==> src/rtl/console_pkg.sv <==
// Shared types and constants for the text console writer.
// Latency: n/a (declarations only).
// Backpressure: n/a.
//
// Macro CONSOLE_SCROLL_EN: when defined, the FSM enum carries the scroll
// read/write states; when undefined they do not exist.
package console_pkg;

    localparam int COL_BITS = 7;
    localparam int ROW_BITS = 5;

    localparam logic [7:0] CH_BS    = 8'h08;
    localparam logic [7:0] CH_LF    = 8'h0A;
    localparam logic [7:0] CH_CR    = 8'h0D;
    localparam logic [7:0] CH_SPACE = 8'h20;

`ifdef CONSOLE_SCROLL_EN
    typedef enum logic [2:0] {
        IDLE      = 3'd0,
        WRITE     = 3'd1,
        SCROLL_RD = 3'd2,
        SCROLL_WR = 3'd3,
        CLEAR     = 3'd4
    } state_t;
`else
    typedef enum logic [2:0] {
        IDLE      = 3'd0,
        WRITE     = 3'd1,
        CLEAR     = 3'd4
    } state_t;
`endif

    // Cursor operation requested by the FSM for the current character.
    typedef enum logic [1:0] {
        OP_NONE      = 2'd0,
        OP_ADVANCE   = 2'd1,
        OP_NEWLINE   = 2'd2,
        OP_BACKSPACE = 2'd3
    } cur_op_t;

    function automatic logic is_printable(input logic [7:0] c);
        return (c >= 8'h20) && (c <= 8'h7E);
    endfunction

endpackage

==> src/rtl/console_cursor.sv <==
// Cursor row/col registers with advance, newline and backspace stepping.
// Latency: next position is combinational from op; registers update on op_en.
// Backpressure: none; the FSM applies at most one op per WRITE cycle.
//
// Ports: op/op_en select the step; row/col are the current cursor;
// next_row/next_col the stepped position (also the backspace write target);
// bs_ok is high when a backspace actually moves; wrap flags a row increment
// from the bottom row. Macro CONSOLE_SCROLL_EN selects where a wrap lands.
module console_cursor
    import console_pkg::*;
#(
    parameter int COLS = 70,
    parameter int ROWS = 30
) (
    input  logic                clk,
    input  logic                reset,
    input  logic                op_en,
    input  logic [1:0]          op,
    output logic [ROW_BITS-1:0] row,
    output logic [COL_BITS-1:0] col,
    output logic [ROW_BITS-1:0] next_row,
    output logic [COL_BITS-1:0] next_col,
    output logic                bs_ok,
    output logic                wrap
);

    localparam logic [COL_BITS-1:0] LAST_COL = COL_BITS'(COLS - 1);
    localparam logic [ROW_BITS-1:0] LAST_ROW = ROW_BITS'(ROWS - 1);
`ifdef CONSOLE_SCROLL_EN
    // The screen scrolls under the cursor, so it stays on the bottom row.
    localparam logic [ROW_BITS-1:0] WRAP_ROW = LAST_ROW;
`else
    // No scroll: the cursor jumps to the top and row 0 is cleared.
    localparam logic [ROW_BITS-1:0] WRAP_ROW = '0;
`endif

    logic row_inc;

    always_comb begin
        next_row = row;
        next_col = col;
        bs_ok    = 1'b0;
        wrap     = 1'b0;
        row_inc  = 1'b0;
        case (op)
            OP_ADVANCE: begin
                if (col == LAST_COL) begin
                    next_col = '0;
                    row_inc  = 1'b1;
                end else begin
                    next_col = col + COL_BITS'(1);
                end
            end
            OP_NEWLINE: begin
                next_col = '0;
                row_inc  = 1'b1;
            end
            OP_BACKSPACE: begin
                if (col != '0) begin
                    next_col = col - COL_BITS'(1);
                    bs_ok    = 1'b1;
                end else if (row != '0) begin
                    next_row = row - ROW_BITS'(1);
                    next_col = LAST_COL;
                    bs_ok    = 1'b1;
                end
            end
            default: ;
        endcase
        if (row_inc) begin
            if (row == LAST_ROW) begin
                wrap     = 1'b1;
                next_row = WRAP_ROW;
            end else begin
                next_row = row + ROW_BITS'(1);
            end
        end
    end

    always_ff @(posedge clk or posedge reset) begin
        if (reset) begin
            row <= '0;
            col <= '0;
        end else if (op_en) begin
            row <= next_row;
            col <= next_col;
        end
    end

endmodule

==> src/rtl/text_console_writer.sv <==
// Character stream to text video RAM writer with cursor, wrap, backspace, scroll.
// Latency: accept at t, RAM write at t+1, ready again at t+2; scroll/clear add busy cycles.
// Backpressure: in_ready is high only in IDLE; low during WRITE, scroll and clear.
//
// Ports: in_valid/in_ascii/in_ready character handshake; mem_addr/mem_wdata/
// mem_we/mem_rdata drive a synchronous video RAM (addr = {row, col});
// cursor_addr feeds the renderer's cursor overlay; busy marks scroll/clear.
// Macro CONSOLE_SCROLL_EN: defined = scroll up on bottom wrap; undefined =
// wrap to the top and clear row 0.
module text_console_writer
    import console_pkg::*;
#(
    parameter int COLS   = 70,
    parameter int ROWS   = 30,
    parameter int ADDR_W = 12
) (
    input  logic              clk,
    input  logic              reset,
    input  logic              in_valid,
    input  logic [7:0]        in_ascii,
    output logic              in_ready,
    output logic [ADDR_W-1:0] mem_addr,
    output logic [7:0]        mem_wdata,
    output logic              mem_we,
    input  logic [7:0]        mem_rdata,
    output logic [ADDR_W-1:0] cursor_addr,
    output logic              busy
);

    localparam logic [COL_BITS-1:0] LAST_COL = COL_BITS'(COLS - 1);
`ifdef CONSOLE_SCROLL_EN
    localparam logic [ROW_BITS-1:0] LAST_ROW  = ROW_BITS'(ROWS - 1);
    localparam logic [ROW_BITS-1:0] CLEAR_ROW = LAST_ROW;
`else
    localparam logic [ROW_BITS-1:0] CLEAR_ROW = '0;
`endif

    function automatic logic [ADDR_W-1:0] rc_addr(input logic [ROW_BITS-1:0] r,
                                                   input logic [COL_BITS-1:0] c);
        return ADDR_W'({r, c});
    endfunction

    state_t                state, state_n;
    logic [7:0]            char_q;
    logic [COL_BITS-1:0]   scan_col, scan_col_n;
`ifdef CONSOLE_SCROLL_EN
    logic [ROW_BITS-1:0]   scan_row, scan_row_n;
`else
    logic                  unused_rdata;
    assign unused_rdata = ^mem_rdata;
`endif

    logic [1:0]            op;
    logic                  op_en;
    logic [ROW_BITS-1:0]   cur_row, nxt_row;
    logic [COL_BITS-1:0]   cur_col, nxt_col;
    logic                  bs_ok, wrap;

    // Character class decode; only consumed while in WRITE.
    always_comb begin
        op = OP_NONE;
        if (is_printable(char_q)) begin
            op = OP_ADVANCE;
        end else if ((char_q == CH_LF) || (char_q == CH_CR)) begin
            op = OP_NEWLINE;
        end else if (char_q == CH_BS) begin
            op = OP_BACKSPACE;
        end
    end

    assign op_en = (state == WRITE);

    console_cursor #(
        .COLS (COLS),
        .ROWS (ROWS)
    ) u_cursor (
        .clk      (clk),
        .reset    (reset),
        .op_en    (op_en),
        .op       (op),
        .row      (cur_row),
        .col      (cur_col),
        .next_row (nxt_row),
        .next_col (nxt_col),
        .bs_ok    (bs_ok),
        .wrap     (wrap)
    );

    assign cursor_addr = rc_addr(cur_row, cur_col);
    // Reset gates ready directly so no character is taken while it is held.
    assign in_ready    = (state == IDLE) && !reset;

    always_comb begin
        state_n    = state;
        scan_col_n = scan_col;
`ifdef CONSOLE_SCROLL_EN
        scan_row_n = scan_row;
`endif
        mem_addr   = '0;
        mem_wdata  = '0;
        mem_we     = 1'b0;
        busy       = 1'b0;
        case (state)
            IDLE: begin
                if (in_valid) state_n = WRITE;
            end
            WRITE: begin
                if (op == OP_ADVANCE) begin
                    mem_we    = 1'b1;
                    mem_addr  = cursor_addr;
                    mem_wdata = char_q;
                end else if ((op == OP_BACKSPACE) && bs_ok) begin
                    // Backspace erases the cell it steps back onto.
                    mem_we    = 1'b1;
                    mem_addr  = rc_addr(nxt_row, nxt_col);
                    mem_wdata = CH_SPACE;
                end
                scan_col_n = '0;
                if (wrap) begin
`ifdef CONSOLE_SCROLL_EN
                    scan_row_n = ROW_BITS'(1);
                    state_n    = SCROLL_RD;
`else
                    state_n    = CLEAR;
`endif
                end else begin
                    state_n = IDLE;
                end
            end
`ifdef CONSOLE_SCROLL_EN
            SCROLL_RD: begin
                busy     = 1'b1;
                mem_addr = rc_addr(scan_row, scan_col);
                state_n  = SCROLL_WR;
            end
            SCROLL_WR: begin
                // mem_rdata holds the cell addressed in the previous SCROLL_RD.
                busy      = 1'b1;
                mem_we    = 1'b1;
                mem_addr  = rc_addr(scan_row - ROW_BITS'(1), scan_col);
                mem_wdata = mem_rdata;
                if (scan_col == LAST_COL) begin
                    scan_col_n = '0;
                    if (scan_row == LAST_ROW) begin
                        state_n = CLEAR;
                    end else begin
                        scan_row_n = scan_row + ROW_BITS'(1);
                        state_n    = SCROLL_RD;
                    end
                end else begin
                    scan_col_n = scan_col + COL_BITS'(1);
                    state_n    = SCROLL_RD;
                end
            end
`endif
            CLEAR: begin
                busy      = 1'b1;
                mem_we    = 1'b1;
                mem_addr  = rc_addr(CLEAR_ROW, scan_col);
                mem_wdata = CH_SPACE;
                if (scan_col == LAST_COL) begin
                    scan_col_n = '0;
                    state_n    = IDLE;
                end else begin
                    scan_col_n = scan_col + COL_BITS'(1);
                end
            end
            default: state_n = IDLE;
        endcase
    end

    always_ff @(posedge clk or posedge reset) begin
        if (reset) begin
            state    <= IDLE;
            char_q   <= '0;
            scan_col <= '0;
`ifdef CONSOLE_SCROLL_EN
            scan_row <= '0;
`endif
        end else begin
            state    <= state_n;
            scan_col <= scan_col_n;
`ifdef CONSOLE_SCROLL_EN
            scan_row <= scan_row_n;
`endif
            if (in_valid && in_ready) char_q <= in_ascii;
        end
    end

endmodule
==> config.mk <==
export PLATFORM = sky130hd
export DESIGN_NAME = text_console_writer
export DESIGN_NICKNAME = d
export VERILOG_FILES = /design/src/rtl/console_pkg.sv /design/src/rtl/console_cursor.sv /design/src/rtl/text_console_writer.sv
export SDC_FILE = /design/constraint.sdc
export NUM_CORES = 1
export LEC_CHECK = 0
export CAP_MARGIN = 15
export CORE_ASPECT_RATIO = 2
export CORE_UTILIZATION = 52
export CTS_BUF_LIST = sky130_fd_sc_hd__clkbuf_16
export DETAILED_ROUTE_END_ITERATION = 8
export PLACE_DENSITY = 0.8
export SLEW_MARGIN = 20
export SYNTH_ARGS = -nofsm -noshare
export SYNTH_HDL_FRONTEND = slang
export SYNTH_HIERARCHICAL = 1
export SYNTH_SLANG_ARGS = --single-unit
==> constraint.sdc <==
create_clock -name clk -period 3.5 [get_ports clk]
set_input_delay 0.35 -clock clk [delete_from_list [all_inputs] [get_ports clk]]
set_output_delay 0.35 -clock clk [all_outputs]
set_load 0.03 [all_outputs]
==> reports/qor.csv <==
metric,value,unit
synthFlopType,dfrtp_1,
crit_required,3.15,ns
n_antenna_cell,0,
synth_cells,295,
tightest_slew,0.682,ns
synth.top_cell.area_share,28.2,%
finClkSkew,0.00463,ns
fin_crit_sh,98.8,%
ir_worst_vdd,0.000612,V
syn_area,2570,µm²
final_cell_mix,"33 x buf_4, 31 x clkdlybuf4s50_1, 26 x dfrtp_1, 24 x o21ai_0, 24 x inv_1",
power.density,634,nW/µm²
syn_nets,329,
grt_pass1_wl,11.6,mm
drtPass1Iterations,4,
htree_levels,2,
synth_async_sr_flop_share,100,%
num_vias,2588,
gr-usage-all-layers,29.6,%
root_buffer,clkbuf_16,
fmax,289,MHz
overflow,0,
chipHeight,101,µm
finalSetupViolations,0,
power,2120,µW
synth_area_leaders,"dfrtp_1 28%, ha_1 7.3%, o21ai_0 4.9%",
final-hold-violation-count,0,
reg2regPathDepth,11,
via_per_inst,6.28,
grt_setup_unrepaired,yes,
synth_edf_count,0,
holdCritPathClass,in2async,
register_area,729,µm²
final_common_cell,buf_4,
yosysSeqAreaShare,28.2,%
endpoint_kind,output pin,
slew_violations,0,
core,4690,µm²
timing_worst_setup_path_type,reg2out,
ant_nets,0,
routed_wl,7.21,mm
numCtsBuffers,5,
avgSynthCellArea,8.72,µm²
cts_buffer_depth,2,
grt_max_degree,23,
hold_slack,0.498,ns
drtIter0Drc,73,
dp_hpwl,5.26,mm
io_buffers,44,
antenna_found_initial,0,
clk_pin_slew_worst_paths,0.05,ns
cts_tree,yes,
cts_hold_buf,0,
maxSlewHeadroom,54.5,%
power.leakage,0.00154,µW
fp-row-count,35,
wire_per_inst,17.5,µm
drive_gt1_share,24.4,%
status,"finished, final reports clean",
critPathMaxFanout,5,
drcViolationCount,0,
gp_congestion,0.942,
yosys_register_bits,29,
grt_pass1_vias,2530,
multi_input_area,1700,µm²
initial_utilization,54.9,%
pin_count,54,
start_kind,register,
dieWidth,51.7,µm
synthDistinctLibCells,68,
clk_latency,0.28,ns
yosys_warnings,6,
syn2layout_area_growth,30.3,%
n_fill_cell,358,
die_area,5250,µm²
synth_top_cell_by_area,dfrtp_1,
maxCapViolCount,0,
numClockSinks,29,
layout.nets,390,
worstPathArrival,3.11,ns
period_needed,3.46,ns
## critical path, stage by stage (launching register included)
cell,delay [ns]
dfrtp_2,0.43
and4b_4,0.38
a21oi_4,0.08
a21o_2,0.23
inv_1,0.13
ha_4,0.22
nand2_1,0.13
o31a_1,0.24
buf_4,0.18
mux2i_2,0.26
nor2_1,0.08
a31oi_1,0.16
a32o_2,0.15
buf_4,0.15
## metrics by stage
stage / instances / setup WS (ns) / cell area (µm²) / util, % / setup TNS, ns
2_1_floorplan: 295 / 0.513 / 2570 / - / 0
3_3_place_gp: 401 / 0.156 / 3110 / 66.5 / 0
3_5_place_dp: 401 / 0.0652 / 3110 / 66.5 / 0
4_1_cts: 409 / 0.0321 / 3260 / 69.6 / 0
5_1_grt: 412 / -0.0488 / 3350 / 71.5 / -0.0962
6_report: 412 / 0.0420 / 3350 / 71.5 / 0
## path summary, 6_finish.rpt
path	startpoint	end	slack [ns]
worst min-delay path	reset	u_cursor/col[2]	0.50
worst min register to register	char_q[7]	char_q[7]	0.59
max in group asynchronous	reset	char_q[7]	2.46
min in group clk	char_q[7]	char_q[7]	0.59
worst max register to register	char_q[7]	u_cursor/row[3]	0.84
worst max-delay path	char_q[7]	mem_addr[10]	0.04
## synthesized netlist by cell type (2+ instances only)
master      n
a211o_1     2
nand2b_1    8
nand3b_1    2
o22ai_1     2
buf_6       5
mux2i_1     2
a31oi_1     5
a221o_1     7
o211a_1     3
ha_1       15
nor2_1     13
buf_2       3
o211ai_1    3
and3_2      3
a21oi_1    15
and2_1      7
dfrtp_1    29
a211oi_1    2
mux2_2      8
nand3_1     6
o31ai_1     4
xor2_1      3
nand4_1     6
nor3_1      6
inv_1      23
a32o_2      5
o21ai_0    25
or3_1       4
and3_1      8
clkbuf_1    7
nand2_1    21
o2111ai_1   2
a22oi_1     5
nor4_1      2
## cell families (layout without fill, tap and decap cells)
family | Yosys count | in the layout | share of synthesized area (%)
XOR/XNOR | 4 | 4 | 1.36
AND/OR/NAND/NOR | 98 | 98 | 21.9
buffers and inverters | 41 | 103 | 8.76
adder cells (fa/ha/maj) | 15 | 15 | 7.30
AO/OA/AOI/OAI | 97 | 97 | 28.0
flip-flops | 29 | 29 | 28.2
multiplexers | 10 | 10 | 4.28
other | 1 | 1 | 0.146
## layer usage
metal | track usage (%) | part of all wire, % | vias to the layer above
met3 | 6.16 | 3.9 | 23
li1 | - | - | 1226
met2 | 52.8 | 56 | 90
met4 | 18.9 | 3.3 | 0
met5 | 0 | 0 | -
met1 | 30.0 | 37 | 1249
## timing repair
action,4_1_cts,5_1_grt
pin swaps,0,5
gates resized for setup,9,24
buffers inserted,0,3
cloned,0,0
endpoints found under the setup margin,7,10
hold endpoints to repair,0,0
## registers in the layout, summed over array words and instances (netlist names)
signal,count
char_q,8
scan_col,7
u_cursor/col,7
u_cursor/row,5
state,2
## layout make-up
cell class                 count  share of cell area [%]
multi-input combinational    225                    50.7
sequential                    29                    21.8
timing repair buffer          72                    18.8
clock buffer                   5                    3.73
inverter                      23                    2.58
tap                           55                    2.05
clock inverter                 3                   0.411
## report_power, final
group          total, µW  switching, µW  internal, µW
Combinational       1190            698           496
Sequential           525            109           416
Clock                405            147           257
Note: power is estimated with default switching activity, not from simulation.
